[src/rtl/fifo_mem_param.sv]
// fifo_mem_param: parametrised single-clock FIFO with occupancy count,
// programmable almost-full/almost-empty flags and overflow/underflow pulses.
// Optional feature macro: FIFO_FWFT_EN selects first-word-fall-through output.
// With the macro undefined, data_out is a registered read and rd_valid marks
// each popped word.
//
// Handshake: wr and rd are requests, not valid/ready pairs. A write is taken
// when the FIFO is not full, or when a read is taken in the same cycle. A read
// is taken only when the FIFO is not empty. A request that is not taken is
// dropped, and the matching error pulse appears for one cycle after the edge.
module fifo_mem_param #(
  parameter int DATA_W   = 8,
  parameter int DEPTH    = 16,
  parameter int AF_LEVEL = DEPTH - 2,
  parameter int AE_LEVEL = 2,
  localparam int AW      = $clog2(DEPTH)
) (
  input  logic              clk,
  input  logic              rst,
  input  logic              wr,
  input  logic              rd,
  input  logic [DATA_W-1:0] data_in,
  output logic [DATA_W-1:0] data_out,
  output logic              rd_valid,
  output logic [AW:0]       fifo_count,
  output logic              fifo_full,
  output logic              fifo_empty,
  output logic              fifo_almost_full,
  output logic              fifo_almost_empty,
  output logic              fifo_overflow,
  output logic              fifo_underflow
);

  localparam logic [AW:0]   DEPTH_C = (AW + 1)'(DEPTH);
  localparam logic [AW:0]   AF_C    = (AW + 1)'(AF_LEVEL);
  localparam logic [AW:0]   AE_C    = (AW + 1)'(AE_LEVEL);
  localparam logic [AW:0]   CNT_ONE = (AW + 1)'(1);
  localparam logic [AW-1:0] PTR_ONE = AW'(1);

  logic [DATA_W-1:0] mem [DEPTH];
  logic [AW-1:0]     wptr;
  logic [AW-1:0]     rptr;
  logic              rd_acc;
  logic              we;
  logic [AW:0]       count_next;

  // Acceptance and next occupancy; full/empty come from the count, never from
  // pointer comparison, so wrapped pointers need no extra bit.
  always_comb begin
    rd_acc     = rd & ~fifo_empty;
    we         = wr & (~fifo_full | rd_acc);
    count_next = fifo_count;
    case ({we, rd_acc})
      2'b10:   count_next = fifo_count + CNT_ONE;
      2'b01:   count_next = fifo_count - CNT_ONE;
      default: count_next = fifo_count;
    endcase
  end

  // Storage array: no reset; writes in a reset cycle are ignored.
  always_ff @(posedge clk) begin
    if (!rst && we) begin
      mem[wptr] <= data_in;
    end
  end

  // Pointers, count, registered flags and error pulses.
  always_ff @(posedge clk) begin
    if (rst) begin
      wptr              <= '0;
      rptr              <= '0;
      fifo_count        <= '0;
      fifo_full         <= 1'b0;
      fifo_empty        <= 1'b1;
      fifo_almost_full  <= 1'b0;
      fifo_almost_empty <= 1'b1;
      fifo_overflow     <= 1'b0;
      fifo_underflow    <= 1'b0;
    end else begin
      if (we) begin
        wptr <= wptr + PTR_ONE;
      end
      if (rd_acc) begin
        rptr <= rptr + PTR_ONE;
      end
      fifo_count        <= count_next;
      fifo_full         <= (count_next == DEPTH_C);
      fifo_empty        <= (count_next == '0);
      fifo_almost_full  <= (count_next >= AF_C);
      fifo_almost_empty <= (count_next <= AE_C);
      fifo_overflow     <= wr & ~we;
      fifo_underflow    <= rd & ~rd_acc;
    end
  end

`ifdef FIFO_FWFT_EN
  // Head word is shown combinationally while the FIFO holds data; zero when
  // empty keeps the output free of uninitialised storage.
  always_comb begin
    data_out = fifo_empty ? '0 : mem[rptr];
    rd_valid = 1'b0;
  end
`else
  // Registered read: the popped word is presented for one cycle with rd_valid.
  always_ff @(posedge clk) begin
    if (rst) begin
      data_out <= '0;
      rd_valid <= 1'b0;
    end else begin
      rd_valid <= rd_acc;
      if (rd_acc) begin
        data_out <= mem[rptr];
      end
    end
  end
`endif

endmodule

[config.mk]
export PLATFORM = sky130hd
export DESIGN_NAME = fifo_mem_param
export DESIGN_NICKNAME = d
export VERILOG_FILES = /design/src/rtl/fifo_mem_param.sv
export SDC_FILE = /design/constraint.sdc
export NUM_CORES = 1
export LEC_CHECK = 0
export ABC_CLOCK_PERIOD_IN_PS = 3120
export BUFFER_PORTS_ARGS = -buffer_cell sky130_fd_sc_hd__buf_2
export CORE_ASPECT_RATIO = 1.75
export CORE_MARGIN = 4
export CORE_UTILIZATION = 45
export DETAILED_ROUTE_END_ITERATION = 7
export PLACE_DENSITY_LB_ADDON = 0.1
export SLEW_MARGIN = 20
export SYNTH_ARGS = -nofsm -noshare
export SYNTH_HDL_FRONTEND = slang
export SYNTH_SLANG_ARGS = --single-unit
[constraint.sdc]
create_clock -name clk -period 3.12 [get_ports clk]
set_input_delay 0 -clock clk [delete_from_list [all_inputs] [get_ports clk]]
set_output_delay 0 -clock clk [all_outputs]
set_load 0.1 [all_outputs]
==> impl_metrics.tcl, run 1 <==
set metrics [dict create \
    antenna_cells 0 \
    maxCapViolCount 0 \
    critPathRequiredTime_ps 3420 \
    vias_per_cell 5.49 \
    start_util 0.458 \
    cts_setup_buffers 0 \
    synthesis.nets 383 \
    portBuffers 31 \
    nets 449 \
    cp_slowest_cell "ha_1" \
    wl_per_cell_um 21.4 \
    cts_resized 0 \
    synth-xor-area-share 0.0128 \
    p_per_area_mw_per_mm2 744 \
    grt_overflow 0 \
    grt_pass1_wl_um 19900 \
    min_period_over_period 0.911 \
    hold_violations 0 \
    dp_hpwl_um 9210 \
    ys_types 43 \
    drive_above_1_share 0.286 \
    ys_async_sr_fraction 0 \
    cts_root_buf "clkbuf_16" \
    clock.fmax_ghz 0.352 \
    p_comb_frac 0.180 \
    insertion_delay_ps 410 \
    dieArea_mm2 0.0157 \
    grt_use_total 0.181 \
    muxShareOfSynthArea 0.118 \
    post-place-ws_ps 348 \
    gp_congestion 0.775 \
    fin_tns_setup_ps 0 \
    drt_pre_antenna_iters 6 \
    coreArea_mm2 0.0135 \
    rows 56 \
    final_cell_mix "edfxtp_1 (128), nor2_1 (37), mux4_2 (32), buf_2 (31), buf_4 (27)" \
    layout-area-overhead-vs-synth_pct 18.9 \
    antenna_found_initial 0 \
    chipHeight_um 163 \
    whs_ps 50.8 \
    synth_ff_type "edfxtp_1" \
    final_max_slew_viol_count 0 \
    period_needed_ps 2840 \
    fin_skew_ps 5.60 \
    clk_pin_slew_ps 60 \
    layout_commonest_cell "edfxtp_1" \
    drtIter0Drc 238 \
    synth_compound_area_frac 0.0562 \
    relSlewSlack 0.504 \
    htree_levels 4 \
    synth-edff-count 128 \
    swShare 0.285 \
    clkPwrFrac 0.378 \
    clockBufferDepth 2 \
    critPathKind "reg -> reg" \
    fin_cells 615 \
    final.fill_count 1124 \
    syn-cell-area_mm2 0.00617 \
    holdBufCountCts 10 \
    dp_cells 574 \
    p_sw_uw 1550 \
    vias 3377 \
    internal_power_uw 3900 \
    cp_max_fo 10 \
    cts_buffers 17 \
    status "complete, no violations" \
    multi_input_area_mm2 0.00161 \
    min_path_type "in -> reg" \
    synth_seq_cells 156 \
    leakage_uw 0.00252 \
    die_w_um 96.5 \
    synth_top_family_by_area "multiplexers" \
    yosysSeqAreaShare 0.714 \
    rsz0062_at_grt "no" \
    detail-route-antenna-nets 0 \
    cp-start-kind "register" \
    ioPinCount 32 \
    cp.arrival_ps 3140 \
    cp-end-kind "register" \
    cp_slowest_stage_delay_ps 350 \
    avgSynthCellArea_um2 17.0 \
    path_cells "nand2b_1 -> nand2_1 -> nand2_1 -> ha_1 -> xor2_1 -> ha_1 -> a21oi_1 -> nor2b_1 -> o2111ai_1 -> xor2_1 -> and4bb_1" \
    cts_tree "done" \
    grt_pass1_vias 3545 \
    grt_max_degree 29 \
    synth-simple-area-share 0.0576 \
    yosys.area_share.adder 0.0162 \
    ff_latch_area_mm2 0.00441 \
    synth_warnings 0 \
    vdd_ir_drop_max_mv 0.357 \
    setup_viol 0 \
    worstMarginPinSlew_ps 738 \
    wl_um 13200 \
    finalWorstSetupSlack_ps 278 \
    drcViolationCount 0 \
    pwr-share-seq 0.442 \
    cts_sinks 156 \
    syn_inst 363 \
]
[critical path: cells and delay by family (launching register included)]
family / cells / cell delay, ps
AND/OR/NAND/NOR: 5 / 830
AO/OA/AOI/OAI: 2 / 460
flip-flops: 1 / 320
XOR/XNOR: 2 / 540
adder cells (fa/ha/maj): 2 / 590
[cell usage after synthesis (2+ instances only)]
cell        n  area share
a211o_1     2      0.0028
a21oi_1    21       0.017
a22oi_1    17       0.021
buf_1       4      0.0024
buf_2       3      0.0024
buf_4       3      0.0037
buf_6       4      0.0073
clkbuf_1    7      0.0043
dfxtp_1    28       0.091
edfxtp_1  128        0.62
ha_1        8       0.016
inv_1       4      0.0024
inv_2       2      0.0012
mux4_2     32        0.12
nand2_1    15      0.0091
nand2b_1    4      0.0041
nand3_1     3      0.0024
nand4_1     2      0.0020
nor2_1     37       0.023
nor2b_1     4      0.0041
nor3_1      5      0.0041
o21ai_1     2      0.0016
xnor2_1     3      0.0043
xor2_1      6      0.0085
[routing by layer]
| layer | wire length, um | vias up | global-route usage |
|---|---|---|---|
| li1 | - | 1549 | - |
| met1 | 4980 | 1710 | 0.205 |
| met2 | 7480 | 98 | 0.329 |
| met3 | 406 | 20 | 0.0314 |
| met4 | 291 | 0 | 0.0734 |
| met5 | 0 | - | 0 |
[logic make-up after synthesis]
group	count (synthesis)
flip-flops	156
AND/OR/NAND/NOR	77
AO/OA/AOI/OAI	52
multiplexers	33
buffers and inverters	28
XOR/XNOR	9
adder cells (fa/ha/maj)	8
[flip-flops by register name, indices dropped and copies added (netlist names)]
name               cells
fifo_count             5
fifo_almost_empty      1
rd_valid               1
fifo_almost_full       1
fifo_full              1
rptr                   4
wptr                   4
fifo_empty             1
fifo_underflow         1
data_out               8
mem                  128
fifo_overflow          1
[stage by stage]
step	util	power (uW)	instance area, um^2
after floorplan	-	3230	6170
after global placement	0.493	3430	6640
after detailed placement	0.493	3440	6640
after CTS	0.545	5510	7330
after global routing	0.545	5660	7330
final	0.545	5450	7330
[power groups by stage]
stage | Sequential, uW | Combinational (uW) | Clock [uW]
after floorplan | 2740 | 485 | 0
after global placement | 2450 | 972 | 0
after global routing | 2420 | 1050 | 2190
after CTS | 2410 | 990 | 2110
after detailed placement | 2460 | 979 | 0
final | 2410 | 981 | 2060
[final timing paths]
kind,startpoint,endpoint,slack (ps),depth (start not counted)
worst max-delay path,fifo_empty,fifo_full,280,11
worst min-delay path,rst,fifo_count[0],50,2
worst max register to register,fifo_empty,fifo_full,280,11
worst min register to register,fifo_empty,fifo_underflow,480,2
[layout make-up]
| class | instances | area share |
|---|---|---|
| clock buffer | 18 | 0.0585 |
| timing repair buffer | 69 | 0.0652 |
| clock inverter | 13 | 0.0227 |
| sequential | 156 | 0.601 |
| tap | 174 | 0.0297 |
| inverter | 6 | 0.00307 |
| multi-input combinational | 179 | 0.220 |
Note: power is estimated with default switching activity, not from simulation.
==> run 2, diff against run 1 <==
==> constraint.sdc (replaced) <==
create_clock -name clk -period 3.12 [get_ports clk]
set_input_delay 0.156 -clock clk [delete_from_list [all_inputs] [get_ports clk]]
set_output_delay 0.156 -clock clk [all_outputs]
set_load 0.1 [all_outputs]
==> impl_metrics.tcl, run 2 (synthesized netlist as in run 1, its figures left out) <==
set metrics [dict create \
    status "complete, no violations" \
    dieArea_mm2 0.0157 \
    vdd_ir_drop_max_mv 0.364 \
    drt_pre_antenna_iters 4 \
    grt_pass1_wl_um 20100 \
    clock.fmax_ghz 0.347 \
    antenna_found_initial 0 \
    critical_path_buf_inv_count 0 \
    grt_pass1_vias 3425 \
    detail-route-antenna-nets 0 \
    htree_levels 4 \
    ioPinCount 32 \
    reg2regPathDepth 11 \
    fin_cells 606 \
    reg.largest.list "mem (128), data_out (8), fifo_count (5)" \
    cts_setup_buffers 0 \
    largest_reg_flops 128 \
    gp_congestion 0.779 \
    layout-area-overhead-vs-synth_pct 17.0 \
    chipHeight_um 163 \
    maxCapViolCount 0 \
    nets 439 \
    whs_ps 39.8 \
    vias 3305 \
    cts_root_buf "clkbuf_16" \
    p_per_area_mw_per_mm2 741 \
    grt_overflow 0 \
    path_depth 11 \
    cts_resized 0 \
    min_path_type "in -> reg" \
    vias_per_cell 5.45 \
    setup_viol 0 \
    cts_buffers 17 \
    crit_family "simple AND/OR/NAND/NOR gates" \
    final.fill_count 1135 \
    holdBufCountCts 1 \
    cts_tree "done" \
    cp_slowest_stage_delay_ps 350 \
    dp_hpwl_um 9070 \
    leakage_uw 0.00248 \
    grt.busiest_layer "met2" \
    portBuffers 31 \
    rsz0062_at_grt "no" \
    fin_tns_setup_ps 0 \
    cp-end-kind "register" \
    period_needed_ps 2890 \
    rows 56 \
    power.total_uw 5350 \
    final_cell_mix "edfxtp_1 (128), nor2_1 (37), mux4_2 (32), buf_2 (31)" \
    use_met2 0.333 \
    die_w_um 96.5 \
    antenna_cells 0 \
    coreArea_mm2 0.0135 \
    path_cells "nand2b_1 -> nand2_1 -> nand2_1 -> ha_1 -> xor2_1 -> ha_1 -> a21oi_1 -> nor2b_1 -> o2111ai_1 -> xor2_1 -> and4bb_1" \
    hold_path_depth 3 \
    final_max_slew_viol_count 0 \
    cp-start-kind "register" \
    drcViolationCount 0 \
    top_register "mem" \
    final_core_util 0.536 \
    min_period_over_period 0.925 \
    wl_per_cell_um 21.6 \
    critPathKind "reg -> reg" \
    grt_max_degree 36 \
    layout_commonest_cell "edfxtp_1" \
    worstMarginPinSlew_ps 568 \
    wl_um 13100 \
    dp_cells 573 \
    cts_sinks 156 \
    cp_slowest_cell "xor2_1" \
    relSlewSlack 0.621 \
    drive_above_1_share 0.289 \
    fin_skew_ps 11.2 \
    start_util 0.458 \
    hold_violations 0 \
    drtIter0Drc 242 \
    grt_use_total 0.181 \
    clockBufferDepth 2 \
    cp_max_fo 10 \
    cp.arrival_ps 3190 \
    use_met3 0.0365 \
    insertion_delay_ps 410 \
    clk_pin_slew_ps 70 \
    critPathRequiredTime_ps 3420 \
    grt_use_met1 0.206 \
]
run 2: cell types whose count changed in the layout (fill, tap and decap cells not counted), sizes merged:
cell,previous run,this run
buf,59,58
bufinv,3,0
clkbuf,18,20
clkinv,3,6
clkinvlp,4,1
dlygate4sd3,10,1
inv,9,11
run 2: where the power goes:
part / internal, uW / switching [uW] / total [uW]
combinational: 310 / 664 / 974
clock: 1130 / 840 / 1970
sequential: 2320 / 86.2 / 2410
run 2: layer usage:
| metal | share of wire | vias to the layer above |
|---|---|---|
| met5 | 0 | - |
| met4 | 0.0097 | 0 |
| met3 | 0.027 | 8 |
| met2 | 0.58 | 61 |
| met1 | 0.38 | 1715 |
| li1 | - | 1521 |
run 2: worst min-delay path, stage by stage:
cell	delay, ps
buf_2	120
nand2b_1	90
nor2_1	40
run 2: path summary, 6_finish.rpt:
check / start / end / slack, ps
setup / recovery: fifo_empty / fifo_full / 230
hold / removal: wr / fifo_overflow / 40
setup reg to reg: fifo_empty / fifo_full / 230
hold reg to reg: fifo_empty / fifo_underflow / 440
run 2: area by class of cell:
cell class / instances / area [um^2] / area share
Sequential cell: 156 / 4410 / 0.611
Multi-Input combinational cell: 179 / 1610 / 0.223
Clock buffer: 20 / 479 / 0.0664
Timing Repair Buffer: 59 / 380 / 0.0527
Tap cell: 174 / 218 / 0.0302
Clock inverter: 12 / 98.8 / 0.0137
Inverter: 6 / 22.5 / 0.00312
run 2: metrics by stage:
stage | worst slack [ps] | cell area, um^2
global route | 76.3 | 7220
detailed placement | 281 | 6630
floorplan | 119 | 6170
global placement | 408 | 6630
CTS | 261 | 7220
finish | 235 | 7220
==> run 3, diff against run 2 <==
--- a/config.mk
+++ b/config.mk
@@ -11,7 +11,7 @@
 export CORE_MARGIN = 4
 export CORE_UTILIZATION = 45
 export DETAILED_ROUTE_END_ITERATION = 7
-export PLACE_DENSITY_LB_ADDON = 0.1
+export PLACE_DENSITY = 0.69
 export SLEW_MARGIN = 20
 export SYNTH_ARGS = -nofsm -noshare
 export SYNTH_HDL_FRONTEND = slang
==> impl_metrics.tcl, run 3 (synthesized netlist as in run 1, its figures left out) <==
set metrics [dict create \
    status "complete, no violations" \
    clock.fmax_ghz 0.354 \
    grt_overflow 0 \
    cp-start-kind "input pin" \
    reg2regPathDepth 11 \
    vias 3335 \
    vias_per_cell 5.58 \
    die_w_um 96.5 \
    hold_path_depth 3 \
    cts_buffers 17 \
    setup_viol 0 \
    insertion_delay_ps 420 \
    leakage_uw 0.00245 \
    whs_endpoint "fifo_overflow" \
    drt_pre_antenna_iters 4 \
    cp-end-kind "register" \
    power.total_uw 5350 \
    layout_commonest_cell "edfxtp_1" \
    grt_pass1_wl_um 19300 \
    detail-route-antenna-nets 0 \
    vdd_ir_drop_max_mv 0.409 \
    final_max_slew_viol_count 0 \
    reg.largest.list "mem (128), data_out (8), fifo_count (5)" \
    maxCapViolCount 0 \
    min_period_over_period 0.906 \
    ioPinCount 32 \
    cp.arrival_ps 3130 \
    rows 56 \
    cts_sinks 156 \
    cts_resized 0 \
    r2r-start "fifo_empty" \
    fin_tns_setup_ps 0 \
    wl_per_cell_um 20.2 \
    grt_pass1_vias 3532 \
    relSlewSlack 0.538 \
    drive_above_1_share 0.281 \
    cts_tree "done" \
    portBuffers 31 \
    chipHeight_um 163 \
    clockBufferDepth 2 \
    cp_slowest_cell "dlygate4sd3_1" \
    reg2reg_to "fifo_full" \
    final_cell_mix "edfxtp_1 (128), nor2_1 (37), mux4_2 (32), buf_2 (31), dfxtp_1 (26)" \
    period_needed_ps 2830 \
    htree_levels 4 \
    critPathKind "in -> reg" \
    hold_start "wr" \
    coreArea_mm2 0.0135 \
    path_cells "dlygate4sd3_1 -> buf_2 -> nand2b_1 -> buf_4 -> inv_2 -> ha_1 -> xor2_1 -> ha_1 -> a21oi_1 -> nor2b_1 -> o2111ai_1 -> xor2_1 -> and4bb_1" \
    antenna_found_initial 0 \
    hold_violations 0 \
    drcViolationCount 0 \
    min_path_type "in -> reg" \
    cp_max_fo 20 \
    cts_root_buf "clkbuf_16" \
    dp_hpwl_um 8080 \
    grt_use_total 0.170 \
    cp_slowest_stage_delay_ps 530 \
    dieArea_mm2 0.0157 \
    p_per_area_mw_per_mm2 747 \
    largest_reg_flops 128 \
    top_register "mem" \
    fin_skew_ps 5.99 \
    wl_um 12100 \
    final_core_util 0.533 \
    drtIter0Drc 184 \
    start_util 0.458 \
    dp_cells 565 \
    antenna_cells 0 \
    grt_max_degree 36 \
    fin_cells 598 \
    layout-area-overhead-vs-synth_pct 16.2 \
    critPathRequiredTime_ps 3430 \
    nets 431 \
    clk_pin_slew_ps 60 \
    gp_congestion 0.766 \
    rsz0062_at_grt "no" \
    worstMarginPinSlew_ps 692 \
    regToRegSetupSlack_ps 300 \
]
-- run 3: what timing repair did --
action | in CTS | in global routing
hold endpoints to repair | 1 | 0
hold buffers | 1 | 0
buffers inserted | 0 | 0
-- run 3: metrics by stage --
| stage | hold slack (ps) | instance area (um^2) | worst slack, ps |
|---|---|---|---|
| floorplan | 255 | 6170 | 119 |
| global placement | 405 | 6570 | 463 |
| detailed placement | 412 | 6570 | 350 |
| CTS | 22.3 | 7170 | 335 |
| global route | 40.7 | 7170 | 45.7 |
| finish | 43.8 | 7170 | 294 |
-- run 3: power breakdown --
| part | leakage, uW | internal, uW | switching [uW] |
|---|---|---|---|
| clock network | 0.000295 | 1140 | 862 |
| logic | 0.000777 | 299 | 666 |
| registers | 0.00138 | 2320 | 61.5 |
-- run 3: cell type report --
cell class	count	area (um^2)
Multi-Input combinational cell	179	1610
Clock inverter	13	111
Timing Repair Buffer	51	320
Inverter	6	22.5
Tap cell	174	218
Fill cell	1084	6290
Sequential cell	156	4410
Clock buffer	19	475
-- run 3: how the worst max path moves through the flow --
stage	slack, ps	start	end
CTS	330	fifo_empty	fifo_full
detailed placement	350	fifo_empty	fifo_full
floorplan	120	fifo_full	fifo_full
global route	50	rd	fifo_full
finish	290	rd	fifo_full
global placement	460	fifo_empty	fifo_full
-- run 3: critical path, delay by kind of cell --
kind | cells | cell delay, ps
AND/OR/NAND/NOR | 3 | 430
adder cells (fa/ha/maj) | 2 | 560
buffers and inverters | 4 | 1000
XOR/XNOR | 2 | 570
AO/OA/AOI/OAI | 2 | 400
-- run 3: routing by layer --
metal  part of all wire  global-route usage  up-vias
met1               0.38               0.195     1691
li1                   -                   -     1508
met2               0.55               0.294      109
met3              0.042              0.0361       27
met5                  0                   0        -
met4              0.030              0.0830        0
